===== src/rtl/bit32_shift_pkg.sv =====
// bit32_shift_pkg
//   Shared encodings for the sequential 32-bit shift unit:
//   operation select codes, FSM state encoding and the fixed
//   shift distance used by the LUI-pack operation.
package bit32_shift_pkg;

   typedef enum logic [1:0] {
      OP_SLL  = 2'b00,
      OP_SRL  = 2'b01,
      OP_SRA  = 2'b10,
      OP_LUIP = 2'b11
   } op_e;

   typedef enum logic [1:0] {
      ST_IDLE = 2'b00,
      ST_RUN  = 2'b01,
      ST_DONE = 2'b10
   } state_e;

   // LUI-pack is a left shift by a half-word.
   localparam int LUI_SHAMT = 16;

endpackage


===== src/rtl/bit32_shift_step.sv =====
// bit32_shift_step
//   Combinational single-position shifter.
//   Ports:
//     val_i  in  WIDTH  value to shift
//     op_i   in  op_e   operation (SLL/LUI-pack shift left, SRL/SRA right)
//     val_o  out WIDTH  value shifted by one position
module bit32_shift_step
   import bit32_shift_pkg::*;
#(
   parameter int WIDTH = 32
) (
   input  logic [WIDTH-1:0] val_i,
   input  op_e              op_i,
   output logic [WIDTH-1:0] val_o
);

   always_comb begin
      val_o = val_i;
      case (op_i)
         OP_SLL, OP_LUIP: val_o = {val_i[WIDTH-2:0], 1'b0};
         OP_SRL:          val_o = {1'b0, val_i[WIDTH-1:1]};
         // Arithmetic: the sign bit is replicated into the vacated MSB.
         OP_SRA:          val_o = {val_i[WIDTH-1], val_i[WIDTH-1:1]};
         default:         val_o = val_i;
      endcase
   end

endmodule


===== src/rtl/bit32_seq_shifter.sv =====
// bit32_seq_shifter
//   Multi-cycle shift unit: one bit position per clock under a
//   start/busy/done handshake. Implements SLL, SRL, SRA and LUI-pack.
//   Ports:
//     clk     in   clock, rising edge
//     rst     in   synchronous active-high reset
//     start   in   request, sampled in IDLE or DONE only
//     op      in   2-bit op select (00 SLL, 01 SRL, 10 SRA, 11 LUI-pack)
//     shamt   in   SHW-bit shift amount (ignored for LUI-pack)
//     a       in   WIDTH-bit operand, sampled with start
//     result  out  accumulator; valid while done is high
//     busy    out  high in RUN
//     done    out  one-cycle pulse in DONE
module bit32_seq_shifter
   import bit32_shift_pkg::*;
#(
   parameter int WIDTH = 32,
   parameter int SHW   = 5
) (
   input  logic             clk,
   input  logic             rst,
   input  logic             start,
   input  logic [1:0]       op,
   input  logic [SHW-1:0]   shamt,
   input  logic [WIDTH-1:0] a,
   output logic [WIDTH-1:0] result,
   output logic             busy,
   output logic             done
);

   state_e           state_q, state_d;
   logic [WIDTH-1:0] acc_q, acc_d;
   logic [SHW-1:0]   cnt_q, cnt_d;
   op_e              op_q, op_d;
   logic [WIDTH-1:0] step_val;

   bit32_shift_step #(.WIDTH(WIDTH)) u_step (
      .val_i (acc_q),
      .op_i  (op_q),
      .val_o (step_val)
   );

   always_comb begin
      state_d = state_q;
      acc_d   = acc_q;
      cnt_d   = cnt_q;
      op_d    = op_q;
      case (state_q)
         ST_IDLE, ST_DONE: begin
            if (start) begin
               acc_d   = a;
               op_d    = op_e'(op);
               cnt_d   = (op == OP_LUIP) ? SHW'(LUI_SHAMT) : shamt;
               state_d = ST_RUN;
            end else if (state_q == ST_DONE) begin
               state_d = ST_IDLE;
            end
         end
         ST_RUN: begin
            // One extra edge at count 0 moves to DONE, so latency is n+1.
            if (cnt_q != '0) begin
               acc_d = step_val;
               cnt_d = cnt_q - SHW'(1);
            end else begin
               state_d = ST_DONE;
            end
         end
         default: state_d = ST_IDLE;
      endcase
   end

   always_ff @(posedge clk) begin
      if (rst) begin
         state_q <= ST_IDLE;
         acc_q   <= '0;
         cnt_q   <= '0;
         op_q    <= OP_SLL;
      end else begin
         state_q <= state_d;
         acc_q   <= acc_d;
         cnt_q   <= cnt_d;
         op_q    <= op_d;
      end
   end

   assign result = acc_q;
   assign busy   = (state_q == ST_RUN);
   assign done   = (state_q == ST_DONE);

endmodule


===== config.mk =====
export PLATFORM = sky130hd
export DESIGN_NAME = bit32_seq_shifter
export DESIGN_NICKNAME = d
export VERILOG_FILES = /design/src/rtl/bit32_shift_pkg.sv /design/src/rtl/bit32_shift_step.sv /design/src/rtl/bit32_seq_shifter.sv
export SDC_FILE = /design/constraint.sdc
export NUM_CORES = 1
export LEC_CHECK = 0
export CORE_MARGIN = 8
export CORE_UTILIZATION = 45
export CTS_CLUSTER_SIZE = 14
export DETAILED_ROUTE_END_ITERATION = 10
export PLACE_DENSITY = 0.83
export SYNTH_ARGS = -nofsm -noshare
export SYNTH_HDL_FRONTEND = slang
export SYNTH_SLANG_ARGS = --single-unit

===== constraint.sdc =====
create_clock -name clk -period 3.6 [get_ports clk]
set_input_delay 0.36 -clock clk [delete_from_list [all_inputs] [get_ports clk]]
set_output_delay 0.36 -clock clk [all_outputs]
set_load 0.02 [all_outputs]

==> results.sh <==
export IMPL_r2r_cells=5
export IMPL_ys_ff_latch=41
export IMPL_place_area_mm2=0.00273
export IMPL_pre_cts_ws_ps=896
export IMPL_path_cells="inv_1 > ha_1 > nor2_2 > a221oi_1 > o31ai_1"
export IMPL_grtUsageTotal=0.169
export IMPL_ys_warn_count=0
export IMPL_yosysTopAreaCellShare=0.406
export IMPL_worstPathArrival_ps=2980
export IMPL_endpoint_kind="register"
export IMPL_drtAntennaViolNets=0
export IMPL_startpoint_type="register"
export IMPL_syn_avg_cell_area_um2=8.33
export IMPL_cp_slowest_stage_delay_ps=1110
export IMPL_cts_inserted_buffers=5
export IMPL_coreArea_mm2=0.00435
export IMPL_die_h_um=83.1
export IMPL_fp_dieArea_mm2=0.00690
export IMPL_grt_pass1_wl_um=10100
export IMPL_boundaryPins=76
export IMPL_final_setup_tns_ps=0
export IMPL_clock_latency_ps=300
export IMPL_synthTopCellsByArea="dfxtp_1, a221oi_1, o31ai_1"
export IMPL_worstReg2RegEnd="result[16]"
export IMPL_port_buffer_count=75
export IMPL_syn_area_mm2=0.00202
export IMPL_ctsHoldBuffers=0
export IMPL_synth_edf_count=0
export IMPL_fin_ws_ps=831
export IMPL_status="finished clean"
export IMPL_ir_drop_mv=0.229
export IMPL_grt_ovfl_total=0
export IMPL_whs_path_depth=1
export IMPL_post_cts_buffers=0
export IMPL_final_area_mm2=0.00283
export IMPL_critPathSlowestCell="nor2_2"
export IMPL_rsz0062_at_grt="false"
export IMPL_p_total_w=0.00135
export IMPL_drc_errors=0
export IMPL_antennaDiodeCount=0
export IMPL_final_nets=348
export IMPL_period_minus_slack_ps=2770
export IMPL_hp_start="cnt_q[4]"
export IMPL_hold_path_end="state_q[1]"
export IMPL_grt_pass1_vias=2170
export IMPL_grt_max_degree=43
export IMPL_required_ps=3810
export IMPL_multi_input_area_mm2=0.00106
export IMPL_max_freq_mhz=361
export IMPL_synth_top_cell_by_area="dfxtp_1"
export IMPL_synthArstFlopShare=0
export IMPL_report_final_slew_viol_count=0
export IMPL_wl_um=5900
export IMPL_area_growth_pct=39.8
export IMPL_vias_per_cell=5.91
export IMPL_seq_area_um2=821
export IMPL_placementRows=24
export IMPL_yosysSeqAreaShare=0.406
export IMPL_firstDrtPassIters=4
export IMPL_post_drt_wl_per_cell_um=16.6
export IMPL_cts_buffer_depth=2
export IMPL_post_cts_resized=0
export IMPL_rrSetupSlack_ps=830
export IMPL_cts_num_sinks=41
export IMPL_synth_cells=243
export IMPL_path_class="reg2reg"
export IMPL_drv_cap=0
export IMPL_syn_nets=288
export IMPL_setup_violations=0
export IMPL_synthDistinctLibCells=35
export IMPL_fin_crit_sh=0.769
export IMPL_start_util=0.465
export IMPL_slew_headroom=0.178
export IMPL_regToRegStartpoint="op_q[0]"
export IMPL_power_leakage_nw=1.03
export IMPL_gp_congestion=0.773
export IMPL_vias=2103
export IMPL_critPathMaxFanout=32
export IMPL_clk_pin_slew_ps=80
export IMPL_root_buffer="clkbuf_8"
export IMPL_antenna_found_initial=0
export IMPL_hold_class="reg2reg"
export IMPL_fill_cells=352
export IMPL_finalHoldViolations=0
export IMPL_drtIter0Drc=212
export IMPL_die_w_um=83.1
export IMPL_tightest_slew_ps=1230
export IMPL_p_per_area_mw_per_mm2=478
export IMPL_synth_ff_type="dfxtp_1"
export IMPL_h_tree_depth=2
export IMPL_drive_gt1_frac=0.0526
export IMPL_fin_worst_skew_ps=4.98
export IMPL_cts_tree="built"
export IMPL_hpwl_um=4060
==> worst max-delay path by stage <==
stage          depth (start not counted)  startpoint          to
2_1_floorplan                          7    cnt_q[0]  result[23]
5_1_grt                                5     op_q[0]  result[14]
3_5_place_dp                           5     op_q[0]  result[28]
6_report                               5     op_q[0]  result[16]
3_3_place_gp                           5     op_q[0]   result[0]
4_1_cts                                5     op_q[0]  result[16]
==> area by class of cell <==
class                      instances  share of cell area
multi-input combinational        173               0.375
sequential                        41               0.290
timing repair buffer              76               0.268
clock buffer                       7              0.0341
tap                               52              0.0230
inverter                           6             0.00796
clock inverter                     1             0.00177
==> sequential cells by signal, summed over array words and instances (netlist names) <==
register  cells
result       32
cnt_q         5
op_q          2
state_q       2
==> where the power goes <==
group / switching [W] / leakage, nW / internal [W]
Clock: 0.000158 / 0.0542 / 0.000173
Combinational: 0.000236 / 0.636 / 0.000207
Sequential: 0.0000633 / 0.338 / 0.000514
Total: 0.000457 / 1.03 / 0.000895
==> routing by layer <==
layer  global-route usage  wire (um)  vias to the layer above
li1                     -          -                     1026
met1                0.197       2510                      985
met2                0.265       2810                       81
met3               0.0566        464                       11
met4               0.0895        116                        0
met5                    0          0                        -
==> through the flow <==
| step | std cells | util | hold slack, ps |
|---|---|---|---|
| floorplan | 243 | - | 443 |
| global placement | 348 | 0.626 | 473 |
| detailed placement | 348 | 0.626 | 480 |
| CTS | 356 | 0.650 | 491 |
| global route | 356 | 0.650 | 504 |
| finish | 356 | 0.650 | 492 |
==> cell families (layout without fill, tap and decap cells) <==
kind of cell | after synthesis | after routing | synth area share
adders and majority gates | 3 | 3 | 0.0186
DFF | 41 | 41 | 0.406
and+or+nand+nor | 91 | 91 | 0.194
xor gates and xnor gates | 1 | 1 | 0.00433
AOI/OAI and AO/OA | 78 | 78 | 0.306
buffers and inverters | 29 | 90 | 0.0711
==> synthesized netlist by cell type (2+ instances only) <==
library cell / n
a221oi_1: 30
a21oi_1: 6
dfxtp_1: 41
buf_6: 3
inv_2: 2
nand2_1: 35
o31ai_1: 30
nor2b_1: 2
clkbuf_1: 15
nand3_1: 4
and3_1: 2
inv_1: 4
ha_1: 3
buf_4: 3
nor2_1: 39
o21ai_0: 3
a311oi_1: 3
==> worst max-delay path: cells and delay by family (launching register included) <==
family	cells	cell delay, ps
buffers and inverters	1	60
adders and majority gates	1	690
DFF	1	340
and+or+nand+nor	1	1110
AOI/OAI and AO/OA	2	480
==> layout by cell type, fill, tap and decap left out <==
cell / instances
clkdlybuf4s50_1: 75
dfxtp_1: 41
nor2_1: 38
nand2_1: 35
a221oi_1: 30
o31ai_1: 30
clkbuf_8: 7
a21oi_1: 6
inv_1: 4
nand3_1: 4
o21ai_0: 3
a311oi_1: 3
ha_1: 3
inv_2: 2
nor2b_1: 2
and3_1: 2
nand2b_1: 1
or4b_4: 1
a211oi_4: 1
nor3_1: 1
xnor2_1: 1
a21o_1: 1
nand2b_2: 1
a22o_1: 1
nor3b_1: 1
a211oi_1: 1
nand4_1: 1
a31oi_1: 1
nor2_2: 1
nand3b_1: 1
or3b_2: 1
a32o_1: 1
nor4_1: 1
clkinv_2: 1
buf_4: 1
No activity file was read; power rests on OpenSTA's default activity.
==> patch 1: new RTL, config.mk and constraints unchanged <==
Encoding of `state_e`: now one-hot (3 bits for 3 states).
--- a/src/rtl/bit32_shift_pkg.sv
+++ b/src/rtl/bit32_shift_pkg.sv
@@ -12,8 +12,8 @@
    } op_e;
 
-   typedef enum logic [1:0] {
-      ST_IDLE = 2'b00,
-      ST_RUN  = 2'b01,
-      ST_DONE = 2'b10
+   typedef enum logic [2:0] {
+      ST_IDLE = 3'b001,
+      ST_RUN  = 3'b010,
+      ST_DONE = 3'b100
    } state_e;
 
Formal check against the unedited RTL: same outputs for any inputs over 10 cycles, from zero or initial values and one cycle with rst high; not proved beyond that.
==> patch 1 against the unedited design <==
- wire length increased by 0.95%
- largest cell class unchanged
- critical path type unchanged
- sequential cell count rose by 1
- design area is 4.9% higher
- total power decreased by 8.6%
- highest routed layer unchanged
- area after synthesis rose by 5.1%
- largest power group unchanged
- core utilization fell by 0.89 points
- setup slack better by 0.36 ns
==> patch 1: results (changes against the unedited design) <==
Status
  – Outcome: finished, final reports clean

Route
  – Vias per cell: 5.83 (-1.3%)
  – WL met1: 2680 um (+6.8%)
  – Met2 WL: 2810 um (+0.29%)
  – Wire per inst: 16.4 um (-0.72%)
  – Routed length on met3: 355 um (-23%)

Synthesis
  – Synth top cells by count: nor2_1, dfxtp_1, a221oi_1, a22o_1, buf_2
  – Adder-cell area share of the yosys netlist: 1.76% (-0.091 points)
  – Sequential share of the synthesized area: 39.5% (-1.0 points)
  – Post-synthesis mux area share: 0.941% (+0.94 points)
  – Netlist cell types: 37 (+5.7%)
  – Syn avg cell area: 8.75 sq um (+5.1%)
  – Post-synthesis register bit count: 42 (+2.4%)

Global route
  – Largest net degree at the start of global routing: 41 (-4.7%)
  – Met3 GRT Util: 3.41% (-2.2 points)
  – GRT met1 Usage: 19.8% (+0.049 points)
  – Overall Global Routing Usage: 16.2% (-0.66 points)
  – First-pass GRT wire length: 9650 um (-4.4%)

Setup path
  – Worst path max stage delay: 0.60 ns (-0.51 ns)
  – Arrival @ worst endpoint: 2.66 ns (-0.32 ns)
  – Reg-to-reg slack, setup: 1.19 ns (+0.36 ns)

Power
  – Peak supply drop: 0.193 mV (-16%)
  – Pint: 0.000871 W (-2.6%)

Min path
  – Hold EP: cnt_q[0]
  – Hold Startpoint: cnt_q[0]
  – WHS Path Cells: 2 (+1)

Finish
  – Clk_buf instances: 6 (-1)
  – Clock buf/inv share: 3.71% (+0.13 points)
  – NonClk Buf Share: 26.3% (-0.48 points)

Place
  – Post-DP HPWL: 4130 um (+1.7%)
  – GP Congestion: 0.806 (+4.2%)

Timing
  – Final worst-path cycle share: 67.0% (-9.9 points)
  – Hold slack: 0.522 ns (+0.0309 ns)

Die
  – Die extent in x: 84.8 um (+2.0%)
[patch 1: cell types whose count changed in the layout (fill, tap and decap cells not counted), sizes merged, moves of 2 or more]
cell   delta
nand2    -31
a22oi     +2
nand3     -2
buf       +3
nor2     +32
a22o     +29
mux2i     +2
o31ai    -30
a21oi     -4
[patch 1: power by group through the flow]
stage | registers, W | logic (W) | clock network (W)
2_1_floorplan | 0.000587 | 0.000145 | 0
3_3_place_gp | 0.000559 | 0.000309 | 0
3_5_place_dp | 0.000559 | 0.000316 | 0
4_1_cts | 0.000549 | 0.000317 | 0.000377
5_1_grt | 0.000556 | 0.000339 | 0.000388
6_report | 0.000550 | 0.000315 | 0.000371
[patch 1: critical path, delay by kind of cell (launching register included)]
kind,cells,cell delay (ns)
AOI/OAI and AO/OA,2,0.60
buffers and inverters,1,0.31
DFF,1,0.34
and+or+nand+nor,2,1.10
==> patch 2: new RTL, same flow settings <==
Without the edit above. Change the parameter `SHW` from 5 to 10.
--- a/src/rtl/bit32_seq_shifter.sv
+++ b/src/rtl/bit32_seq_shifter.sv
@@ -16,5 +16,5 @@
 #(
    parameter int WIDTH = 32,
-   parameter int SHW   = 5
+   parameter int SHW   = 10
 ) (
    input  logic             clk,
Interface: changed (resized shamt); port bits go from 76 to 81. No check against the original RTL was run, so the function may have changed too.
==> patch 2 against the unedited design <==
- area after synthesis increased by 16%
- core utilization decreased by 0.84 points
- register-to-register slack improved by 0.24 ns
- wire length increased by 13%
- setup slack improved by 0.12 ns
- worst hold slack got worse by 0.012 ns
- design area increased by 15%
- sequential cell count increased by 5
- critical path type is now reg2out
Power is not compared: it rests on default switching activity, and its combinational part moved more than twofold at a synthesized area within 25%.
==> patch 2: results (changes against the unedited design) <==
Synthesis
  – Post-Syn Nets: 302 (+4.9%)
  – Post-synthesis register bit count: 46 (+12%)
  – Syn Inst Count: 252 (+3.7%)
  – Sequential share of the synthesized area: 39.3% (-1.3 points)

Timing
  – Fmax: 0.378 GHz (+4.5%)
  – Slew HR: 49.1% (+31 points)
  – Clk_skew: 0.00568 ns (+0.000700 ns)

Setup path
  – Worst path max stage delay: 0.72 ns (-0.39 ns)
  – Worst Setup SP: state_q[0]
  – R2r endpoint: cnt_q[0]
  – Origin of the critical flop-to-flop path: state_q[1]

Status
  – Outcome: finished, final reports clean

Finish
  – Clk_buf instances: 6 (-1)
  – Clock buf/inv share: 3.46% (-0.12 points)
  – Multi-input gate share of total cell area: 38.4% (+0.90 points)
  – Final nets: 370 (+6.3%)
  – Layout cells sized above 1: 5.94% (+0.67 points)
  – Finished Core Util: 64.1% (-0.84 points)

Place
  – Post-Place Worst Slack: 1.10 ns (+0.200 ns)
  – Post-DP HPWL: 4710 um (+16%)

Power
  – Tot Pwr: 0.00249 W

Route
  – Met2 WL: 3110 um (+11%)
  – Routed length on met3: 570 um (+23%)
  – Post-Route WL: 6680 um (+13%)

Global route
  – Vias in the first global route: 2200 (+1.4%)
  – Grt met2 use: 27.4% (+0.91 points)
  – Met3 GRT Util: 4.13% (-1.5 points)

Min path
  – Hold EP: op_q[0]
[patch 2: cell count changes after synthesis, sizes merged, moves of 5 or more]
cell | before | now
o2bb2ai | 0 | 31
a221o | 0 | 30
o21ai | 3 | 32
a221oi | 30 | 2
nand2 | 35 | 7
nor2 | 39 | 12
o31ai | 30 | 3
a21oi | 6 | 12
dfxtp | 41 | 46
nor3 | 1 | 6
[patch 2: cells by family (layout without fill, tap and decap cells)]
| family | Yosys count | in the layout | share of synthesized area [%] |
|---|---|---|---|
| xor+xnor | 2 | 2 | 0.747 |
| buf+inv | 35 | 103 | 7.57 |
| fa+ha+maj | 3 | 3 | 1.60 |
| simple gates | 40 | 40 | 9.71 |
| compound gates | 125 | 125 | 40.7 |
| flops | 46 | 46 | 39.3 |
| mux | 1 | 1 | 0.427 |
[patch 2: critical path: cells and delay by family (launching register included)]
| kind | cells | cell delay [ns] |
|---|---|---|
| and+or+nand+nor | 1 | 0.38 |
| DFF | 1 | 0.37 |
| buffers and inverters | 2 | 1.24 |
